<file path="config.mk">
export PLATFORM = sky130hd
export DESIGN_NAME = operand_issue_stage
export DESIGN_NICKNAME = d
export VERILOG_FILES = /design/src/rtl/riscv_pkg.sv /design/src/rtl/regfile.sv /design/src/rtl/operand_issue_stage.sv
export SDC_FILE = /design/constraint.sdc
export NUM_CORES = 2
export LEC_CHECK = 0
export CAP_MARGIN = 20
export CORE_MARGIN = 2
export CORE_UTILIZATION = 39
export CTS_BUF_LIST = sky130_fd_sc_hd__clkbuf_2 sky130_fd_sc_hd__clkbuf_4 sky130_fd_sc_hd__clkbuf_8
export CTS_CLUSTER_SIZE = 28
export DETAILED_ROUTE_END_ITERATION = 10
export SETUP_SLACK_MARGIN = 0.2
export SLEW_MARGIN = 0
export SYNTH_ARGS = -nofsm -noshare
export SYNTH_HDL_FRONTEND = slang
export SYNTH_SLANG_ARGS = --single-unit
</file>
<file path="constraint.sdc">
create_clock -name clk -period 3.7 [get_ports clk]
set_input_delay 0.555 -clock clk [delete_from_list [all_inputs] [get_ports clk]]
set_output_delay 0.555 -clock clk [all_outputs]
set_load 0.01 [all_outputs]
</file>
<file path="src/rtl/riscv_pkg.sv">
// Shared RV32I decode definitions for the integer issue path: opcodes, field
// positions and the operand bundle handed to the ALU.
package riscv_pkg;

    localparam int XLEN = 32;

    localparam logic [6:0] OPC_OP     = 7'h33;
    localparam logic [6:0] OPC_OP_IMM = 7'h13;

    localparam int OPC_LSB    = 0;
    localparam int RD_LSB     = 7;
    localparam int FUNCT3_LSB = 12;
    localparam int RS1_LSB    = 15;
    localparam int RS2_LSB    = 20;
    localparam int IMM_LSB    = 20;
    localparam int FUNCT7_LSB = 25;

    typedef struct packed {
        logic            imm;
        logic [2:0]      funct3;
        logic [6:0]      funct7;
        logic [XLEN-1:0] rs1;
        logic [XLEN-1:0] rs2;
        logic [4:0]      rd;
        logic            illegal;
    } operand_bundle_t;

    // I-immediate; shift-amount encodings keep bits [11:5] so SRLI/SRAI stay distinct
    function automatic logic [XLEN-1:0] sext_i_imm(input logic [31:0] instr);
        return {{20{instr[31]}}, instr[31:IMM_LSB]};
    endfunction

endpackage

</file>
<file path="src/rtl/regfile.sv">
// 32 x XLEN integer register file: two combinational read ports, one write
// port, x0 hard-wired to zero, contents cleared by asynchronous reset.
module regfile
    import riscv_pkg::*;
#(
    parameter int XLEN = 32
) (
    input  logic            clk,
    input  logic            rst_n,
    input  logic [4:0]      rs1_addr,
    input  logic [4:0]      rs2_addr,
    output logic [XLEN-1:0] rs1_data,
    output logic [XLEN-1:0] rs2_data,
    input  logic            we,
    input  logic [4:0]      waddr,
    input  logic [XLEN-1:0] wdata
);

    logic [XLEN-1:0] regs_r [32];

    // Storage array; x0 is never written so it stays at its reset value of zero
    always_ff @(posedge clk or negedge rst_n) begin
        if (!rst_n) begin
            for (int i = 0; i < 32; i++) begin
                regs_r[i] <= {XLEN{1'b0}};
            end
        end else if (we && (waddr != 5'd0)) begin
            regs_r[waddr] <= wdata;
        end
    end

    assign rs1_data = (rs1_addr == 5'd0) ? {XLEN{1'b0}} : regs_r[rs1_addr];
    assign rs2_data = (rs2_addr == 5'd0) ? {XLEN{1'b0}} : regs_r[rs2_addr];

endmodule

</file>
<file path="src/rtl/operand_issue_stage.sv">
// Decode / operand-fetch stage ahead of the integer ALU: decodes OP and OP-IMM,
// fetches operands with write-back bypass, and stalls on busy registers.
module operand_issue_stage
    import riscv_pkg::*;
#(
    parameter int XLEN = 32
) (
    input  logic            clk,
    input  logic            rst_n,
    input  logic            in_valid,
    output logic            in_ready,
    input  logic [31:0]     in_instr,
    output logic            out_valid,
    input  logic            out_ready,
    output logic            out_imm,
    output logic [2:0]      out_funct3,
    output logic [6:0]      out_funct7,
    output logic [XLEN-1:0] out_rs1,
    output logic [XLEN-1:0] out_rs2,
    output logic [4:0]      out_rd,
    output logic            out_illegal,
    input  logic            wb_en,
    input  logic [4:0]      wb_addr,
    input  logic [XLEN-1:0] wb_data
);

    logic [6:0]      opcode_s;
    logic [4:0]      rs1_addr_s;
    logic [4:0]      rs2_addr_s;
    logic [4:0]      rd_addr_s;
    logic            is_op_s;
    logic            is_op_imm_s;
    logic            legal_s;
    logic [XLEN-1:0] rf_rs1_s;
    logic [XLEN-1:0] rf_rs2_s;
    logic [XLEN-1:0] rs1_val_s;
    logic [XLEN-1:0] rs2_val_s;
    logic            hazard_s;
    logic            accept_s;
    logic [31:0]     busy_r;
    logic [31:0]     busy_next_s;
    operand_bundle_t bundle_next_s;
    operand_bundle_t bundle_r;
    logic            out_valid_r;

    assign opcode_s    = in_instr[OPC_LSB +: 7];
    assign rd_addr_s   = in_instr[RD_LSB +: 5];
    assign rs1_addr_s  = in_instr[RS1_LSB +: 5];
    assign rs2_addr_s  = in_instr[RS2_LSB +: 5];
    assign is_op_s     = (opcode_s == OPC_OP);
    assign is_op_imm_s = (opcode_s == OPC_OP_IMM);
    assign legal_s     = is_op_s || is_op_imm_s;

    regfile #(.XLEN(XLEN)) u_regfile (
        .clk      (clk),
        .rst_n    (rst_n),
        .rs1_addr (rs1_addr_s),
        .rs2_addr (rs2_addr_s),
        .rs1_data (rf_rs1_s),
        .rs2_data (rf_rs2_s),
        .we       (wb_en),
        .waddr    (wb_addr),
        .wdata    (wb_data)
    );

    // Same-cycle write-back forwards straight into the captured operands
    always_comb begin
        rs1_val_s = rf_rs1_s;
        rs2_val_s = rf_rs2_s;
        if (wb_en && (wb_addr != 5'd0) && (wb_addr == rs1_addr_s)) begin
            rs1_val_s = wb_data;
        end else begin
            rs1_val_s = rf_rs1_s;
        end
        if (wb_en && (wb_addr != 5'd0) && (wb_addr == rs2_addr_s)) begin
            rs2_val_s = wb_data;
        end else begin
            rs2_val_s = rf_rs2_s;
        end
    end

    // Hazard: a busy source (rs2 only for OP) or busy rd, unless written back this cycle
    always_comb begin
        hazard_s = 1'b0;
        if (legal_s) begin
            hazard_s = (busy_r[rs1_addr_s] && !(wb_en && (wb_addr == rs1_addr_s)))
                    || (is_op_s && busy_r[rs2_addr_s] && !(wb_en && (wb_addr == rs2_addr_s)))
                    || (busy_r[rd_addr_s] && !(wb_en && (wb_addr == rd_addr_s)));
        end else begin
            hazard_s = 1'b0;
        end
    end

    assign in_ready = (!out_valid_r || out_ready) && !hazard_s;
    assign accept_s = in_valid && in_ready;

    // Scoreboard update: clear on write-back first so a same-cycle set wins
    always_comb begin
        busy_next_s = busy_r;
        if (wb_en) begin
            busy_next_s[wb_addr] = 1'b0;
        end else begin
            busy_next_s = busy_r;
        end
        if (accept_s && legal_s && (rd_addr_s != 5'd0)) begin
            busy_next_s[rd_addr_s] = 1'b1;
        end else begin
            busy_next_s[0] = 1'b0;
        end
        busy_next_s[0] = 1'b0;
    end

    // Operand bundle assembly; illegal opcodes carry zero operands and rd
    always_comb begin
        bundle_next_s         = '0;
        bundle_next_s.funct3  = in_instr[FUNCT3_LSB +: 3];
        bundle_next_s.funct7  = in_instr[FUNCT7_LSB +: 7];
        if (legal_s) begin
            bundle_next_s.imm     = is_op_imm_s;
            bundle_next_s.rs1     = rs1_val_s;
            bundle_next_s.rs2     = is_op_imm_s ? sext_i_imm(in_instr) : rs2_val_s;
            bundle_next_s.rd      = rd_addr_s;
            bundle_next_s.illegal = 1'b0;
        end else begin
            bundle_next_s.illegal = 1'b1;
        end
    end

    // Scoreboard register
    always_ff @(posedge clk or negedge rst_n) begin
        if (!rst_n) begin
            busy_r <= 32'd0;
        end else begin
            busy_r <= busy_next_s;
        end
    end

    // Output register: load on acceptance, drop valid once consumed, hold while stalled
    always_ff @(posedge clk or negedge rst_n) begin
        if (!rst_n) begin
            out_valid_r <= 1'b0;
            bundle_r    <= '0;
        end else if (accept_s) begin
            out_valid_r <= 1'b1;
            bundle_r    <= bundle_next_s;
        end else if (out_ready) begin
            out_valid_r <= 1'b0;
        end
    end

    assign out_valid   = out_valid_r;
    assign out_imm     = bundle_r.imm;
    assign out_funct3  = bundle_r.funct3;
    assign out_funct7  = bundle_r.funct7;
    assign out_rs1     = bundle_r.rs1;
    assign out_rs2     = bundle_r.rs2;
    assign out_rd      = bundle_r.rd;
    assign out_illegal = bundle_r.illegal;

endmodule

</file>
After elaboration in Yosys (flattened, before gate mapping)
Index checks and enable logic that the tools add are counted.
{"block": "classes", "eq_ne": 5, "add_sub_neg": 0, "muxes": 32, "n_shift": 0, "n_reduce_logical": 31, "div_mod_pow": 0, "order_cmp": 10, "bitwise_logic": 6, "multipliers": 0}
{"operator": "1024-bit bitwise mux", "n": 1}
{"operator": "32-bit 2-to-1 mux", "n": 11}
{"operator": "32-bit binary-select mux with 5-bit select", "n": 2}
{"operator": "32-bit demux with 5-bit select", "n": 1}
{"operator": "69-bit 2-to-1 mux", "n": 1}
{"operator": "32-bit bitwise AND", "n": 1}
{"operator": "32-bit NOT", "n": 1}
{"operator": "32-bit bitwise OR", "n": 1}
{"operator": "31-bit 2-to-1 mux", "n": 1}
{"operator": "5-bit by 6-bit less-than comparator with 1-bit output (second input constant)", "n": 4}
{"operator": "6-bit >= comparator (second input constant)", "n": 3}
{"operator": "5-bit NOT with 6-bit output", "n": 3}
{"operator": "1-bit logical AND", "n": 17}
{"operator": "1-bit binary-select mux with 5-bit select", "n": 3}
{"operator": "5-bit == test", "n": 3}
{"operator": "1-bit demux with 5-bit select", "n": 2}
{"operator": "5-bit by 1-bit >= comparator with 1-bit output (second input constant)", "n": 2}
{"operator": "5-bit zero test", "n": 2}
{"operator": "1-bit 2-to-1 mux", "n": 10}
{"operator": "5-bit nonzero test", "n": 2}
{"operator": "7-bit by 5-bit == test with 1-bit output (second input constant)", "n": 1}
{"operator": "7-bit by 6-bit == test with 1-bit output (second input constant)", "n": 1}
{"operator": "6-bit by 1-bit less-than comparator with 1-bit output (second input constant)", "n": 1}
{"operator": "1-bit zero test", "n": 5}
{"operator": "2 further kinds", "n": 5}
{"block": "totals", "regBits": 1137, "mem_bits_rw": 0, "in_bits": 74, "wordCells": 125, "latch_bits": 0, "memories": 0, "rom_bits": 0, "out_inout_bits": 83}

Longest topological paths before layout
{"block": "depth", "ltp_word": 13, "depth_mapped": 11, "mapped_depth_nobuf": 7}

By module
Synthesis repeated with hierarchy kept, for this count alone.
{"block": "hier_totals", "cells_unflattened": 4245, "hier_area_um2": 60878.4}
{"mod": "regfile", "n_inst": 1, "area_each_um2": 54454.7, "seq_area_each_um2": 25624.6, "cells_per_inst": 3667}
{"mod": "operand_issue_stage", "n_inst": 1, "area_each_um2": 6423.7, "seq_area_each_um2": 2827.7, "cells_per_inst": 578}

Worst setup path before layout
OpenSTA, ideal clock, no wires.
{"block": "synth_timing", "kind": "input -> register", "from": "input port in_instr[15]", "to": "register bundle_r, in the netlist out_rs1[10]", "path_stages": 10, "t_arrival_ps": 3101, "setup_time_ps": 122, "setup_slack_ps": 477, "n_path_buf": 4, "required_ps": 3578, "path_cell_list": "buf_2 buf_2 clkbuf_1 buf_1 mux4_2 mux4_2 nand2_1 o22ai_1 a21oi_1 o2bb2ai_1"}
{"block": "synth_via", "elab_chain_len": 10, "word_cells_on_any_way": 21, "classes_between": "1 x eq/ne; 9 x mux; 1 x bitwise; 10 x reduce/logical"}
{"element": "start: declaration", "line_no": "operand_issue_stage.sv:12", "text": "input logic [31:0] in_instr,"}
{"element": "parallel branches: the longest is 10 deep, another holds 69-bit 2-to-1 mux"}
{"element": "end signal: assignment", "line_no": "operand_issue_stage.sv:145", "text": "bundle_r <= bundle_next_s;"}
{"element": "end: declaration", "line_no": "operand_issue_stage.sv:43", "text": "operand_bundle_t bundle_r;"}
Parallel ways; which one is timed is not known. The select of a mux whose other input is x is not followed.
A chain may end at the register's enable or synchronous reset.

Worst setup path after layout
{"block": "layout_timing", "from": "register busy_r[6]", "to": "output port in_ready"}
{"block": "layout_via", "elab_chain_len": 9, "word_cells_on_any_way": 15, "classes_between": "7 x mux; 8 x reduce/logical"}
{"element": "start: declaration", "line_no": "operand_issue_stage.sv:40", "text": "logic [31:0] busy_r;"}
{"element": "start signal: assignment", "line_no": "operand_issue_stage.sv:134", "text": "busy_r <= busy_next_s;"}
{"element": "1-bit binary-select mux with 5-bit select", "line_no": "operand_issue_stage.sv:87", "text": "|| (is_op_s && busy_r[rs2_addr_s] && !(wb_en && (wb_addr == rs2_addr_s)))"}
{"element": "1-bit 2-to-1 mux (not written as such)", "line_no": "operand_issue_stage.sv:87"}
{"element": "1-bit logical AND (2 in series)", "line_no": "operand_issue_stage.sv:87"}
{"element": "1-bit logical OR", "line_no": "operand_issue_stage.sv:87"}
{"element": "1-bit logical OR *", "line_no": "operand_issue_stage.sv:88", "text": "|| (busy_r[rd_addr_s] && !(wb_en && (wb_addr == rd_addr_s)));"}
{"element": "1-bit 2-to-1 mux *", "line_no": "operand_issue_stage.sv:85", "text": "if (legal_s) begin"}
{"element": "1-bit zero test *", "line_no": "operand_issue_stage.sv:94", "text": "assign in_ready = (!out_valid_r || out_ready) && !hazard_s;"}
{"element": "1-bit logical AND *", "line_no": "operand_issue_stage.sv:94"}
{"element": "end: declaration", "line_no": "operand_issue_stage.sv:11", "text": "output logic in_ready,"}
Every way passes the cells marked *; elsewhere a longest branch is shown, timed or not. The select of a mux whose other input is x is not followed.

==> summary.md <==
| Metric | Value |
|---|---|
| Leak pwr | `29.52 nW` |
| WS Path Type | `reg -> out` |
| RD Place Congestion | `0.8500` |
| CP endpoint | `in_ready` |
| Reg2Reg Capture Point | `out_funct7[5]$_DFFE_PN0P_` |
| Post-synthesis mux area share | `0.4178` |
| Root buffer cell | `clkbuf_8` |
| Largest fanout on the critical path | `3` |
| Die width | `395.8 um` |
| Pins over their slew limit | `0` |
| Die Height | `395.8 um` |
| Share of the synthesized area in the top cell type | `0.4754` |
| Hold Fails Final Rpt | `0` |
| Synth Area in Compound Gates | `0.04325` |
| Post-DR wirelength/cell | `30.80 um` |
| Initial core utilization | `0.3935` |
| Cells after synthesis | `around 4000` |
| Grt ovf | `0` |
| Sequential share of the synthesized area | `0.4754` |
| Routed Antenna Nets | `0` |
| Die area | `156600 um2` |
| Share of cells above drive strength 1 | `0.5234` |
| Area leader, netlist | `dfrtp_1` |
| Final setup viols | `0` |
| Worst hold start | `in_valid` |
| Data required time of the worst path | `3.14 ns` |
| Setup crit start kind | `flip-flop` |
| Std cell rows | `143` |
| Fill cells | `13540` |
| Core ar. | `152100 um2` |
| Cts bufs inserted | `189` |
| Peak VDD IR | `372.6 uV` |
| Worst-margin pin slew | `1.074 ns` |
| DRC violation count after routing | `0` |
| Most used flip-flop cell after synthesis | `dfrtp_1` |
| Synth cell count leaders | `dfrtp_1, mux2_2, mux4_2` |
| Pwr dens | `508.8 nW/um2` |
| Top post-synthesis cells by area | `dfrtp_1, mux4_2, mux2_2` |
| Count leader, synth | `dfrtp_1` |
| Path depth of the worst reg2reg path | `9` |
| Achievable Freq | `272.5 MHz` |
| Synth Warn # | `0` |
| Max-Cap Viols | `0` |
| Avg Inst Size Synth | `14.86 um2` |
| CTS sink cnt | `1137` |
| Maximum clock insertion buffer count | `3` |
| Total routed wirelength | `195000 um` |
| CTS tree | `yes` |
| Origin of the critical flop-to-flop path | `busy_r[6]$_DFF_PN0_` |
| Flop-to-flop setup slack | `0.75 ns` |
| Area grow syn2layout | `15.84%` |
| Syn Nets | `4103` |
| Final period utilization | `0.9917` |
| Vias | `39240` |
| Mapped Area | `59850 um2` |
| # port buffers | `156` |
| Seq. cell area | `around 28000 um2` |
| H-tree depth | `4` |
| Dpl cell area | `65070 um2` |
| Post-Synth Adder-Cell Area | `0` |
| Simple-gate share of the synthesized area | `0.02899` |
| Hold slack final | `0.1860 ns` |
| Setup crit end kind | `output pin` |
| Multi-input gate area | `~30000 um2` |
| Slew margin rel. | `0.2820` |
| I/O Pins | `roughly 160` |
| Worst skew pair latency | `roughly 0.95 ns` |
| First-pass GRT wire length | `287700 um` |
| First drt pass iteration count | `5` |
| Final Skew | `0.05116 ns` |
| Status | `finished clean` |
| All-layer global routing usage | `0.2507` |
| Post-synth EDFFs | `0` |
| Largest family of logic cells by synthesized area | `multiplexers` |
| Nets | `around 4200` |
| Synth async-reset ratio | `1.000` |
| Clock slew seen by the registers of the worst setup and hold paths | `0.06 ns` |
| Min Tclk post-route | `around 3.7 ns` |
| Placed Cells | `between 5000 and 6000` |
| Yosys cell types | `61` |
| Avg Vias per Cell | `6.198` |
| Yosys reg bits | `about 1100` |
| XOR/XNOR share of the synthesized area | `0.002195` |
| Post-detail-place hpwl | `between 100000 and 150000 um` |
| Initial antenna violation count | `6` |
| Largest net degree at the start of global routing | `135` |
| Vias in the first global route | `~40000` |
| Crit. Startpoint | `busy_r[6]$_DFF_PN0_` |
| Crit path DAT | `3.11 ns` |
| 1st-iter DRT viols | `3340` |
| RSZ-0062 raised after global routing | `true` |
| Hold WC Path Type | `in -> reg` |
| Cell area after layout | `69340 um2` |
| Fin cells | `between 6000 and 7000` |
-- layout by cell type, fill, tap and decap left out, drive strengths merged, types with 14 or more instances in the layout --
cell | Yosys | routed
a2111oi | 14 | 14
a21oi | 55 | 55
a22oi | 75 | 75
a31o | 14 | 14
a32o | 17 | 17
buf | 141 | 242
clkbuf | 318 | 306
clkdlybuf4s50 | 0 | 146
clkinv | 0 | 26
dfrtp | 1137 | 1137
inv | 38 | 39
mux2 | 1016 | 1016
mux2i | 41 | 41
mux4 | 584 | 584
nand2 | 209 | 209
nand3 | 65 | 65
nor2 | 34 | 34
o21ai | 28 | 28
o22ai | 40 | 40
o2bb2ai | 47 | 47
o31ai | 24 | 24
-- what timing repair did --
| action | CTS | global route |
|---|---|---|
| setup endpoints to repair | 1 | 1 |
| hold buffers | 1 | 0 |
| buffers inserted | 2 | 2 |
| endpoints found under the hold margin | 47 | 0 |
| resized for setup | 6 | 2 |
| cloned | 0 | 0 |
| pin swaps | 4 | 1 |
-- power breakdown --
| group | total (W) | switching (W) | internal [W] | leakage (nW) |
|---|---|---|---|---|
| Sequential | 0.0161 | 0.00148 | 0.0146 | 14.7 |
| Clock | 0.0122 | 0.00536 | 0.00679 | 2.21 |
| Combinational | 0.00704 | 0.00270 | 0.00434 | 12.6 |
| Total | 0.0353 | 0.00955 | 0.0257 | 29.5 |
-- stage by stage --
stage	setup TNS [ns]	total power, W	util	worst slack, ns
final	0	0.03528	0.4559	0.03066
after global routing	-0.1021	0.03684	0.4559	-0.1021
after CTS	-0.04844	0.03544	0.4551	-0.04844
after detailed placement	-0.6026	0.02326	0.4278	-0.2655
after global placement	-0.6973	0.02300	0.4277	-0.2863
after floorplan	0	0.02107	-	0.4768
-- metal layers --
layer	global-route usage	vias to the layer above	share of wire	wire length [um]
met4	0.08834	2	0.034	6678
met5	0	-	0.000067	13
met2	0.3834	1601	0.46	89450
li1	-	15850	-	-
met3	0.05577	399	0.077	14970
met1	0.3525	21390	0.43	83890
-- area by class of cell --
cell class | instances | area share
Timing Repair Buffer | 390 | 0.06182
Antenna cell | 2 | 0.00007218
Multi-Input combinational cell | 2395 | 0.4296
Tap cell | 2030 | 0.03663
Clock buffer | 305 | 0.05522
Sequential cell | 1137 | 0.4104
Clock inverter | 34 | 0.004151
Inverter | 38 | 0.002147
-- worst min path at each step --
stage	to	slack, ns	depth (start not counted)
final	out_valid$_DFFE_PN0P_	0.19	3
after global routing	out_funct3[1]$_DFFE_PN0P_	0.20	2
after CTS	out_valid$_DFFE_PN0P_	0.11	3
after detailed placement	u_regfile.regs_r[998]$_DFFE_PN0P_	0.38	0
after global placement	u_regfile.regs_r[996]$_DFFE_PN0P_	0.38	0
after floorplan	busy_r[10]$_DFF_PN0_	0.26	0
-- sequential cells by signal (all words and copies together), names as in the netlist, 3 cells and up --
register,flops
u_regfile.regs_r,1024
out_rs1,32
out_funct7,7
out_rd,5
out_rs2,32
busy_r,31
out_funct3,3
-- kinds of logic after synthesis --
group | Yosys count
multiplexers | 1641
buffers and inverters | 497
XOR/XNOR | 15
AND/OR/NAND/NOR | 385
flip-flops | 1137
AO/OA/AOI/OAI | 354
-- worst max-delay path, cell delays in order (launching register included) --
cell,delay [ns]
dfrtp_1,0.42
mux4_2,0.49
a22o_1,0.22
a2111o_1,0.30
a222oi_1,0.33
buf_4,0.19
o21a_1,0.10
buf_2,0.13
Note: power is estimated with default switching activity, not from simulation.
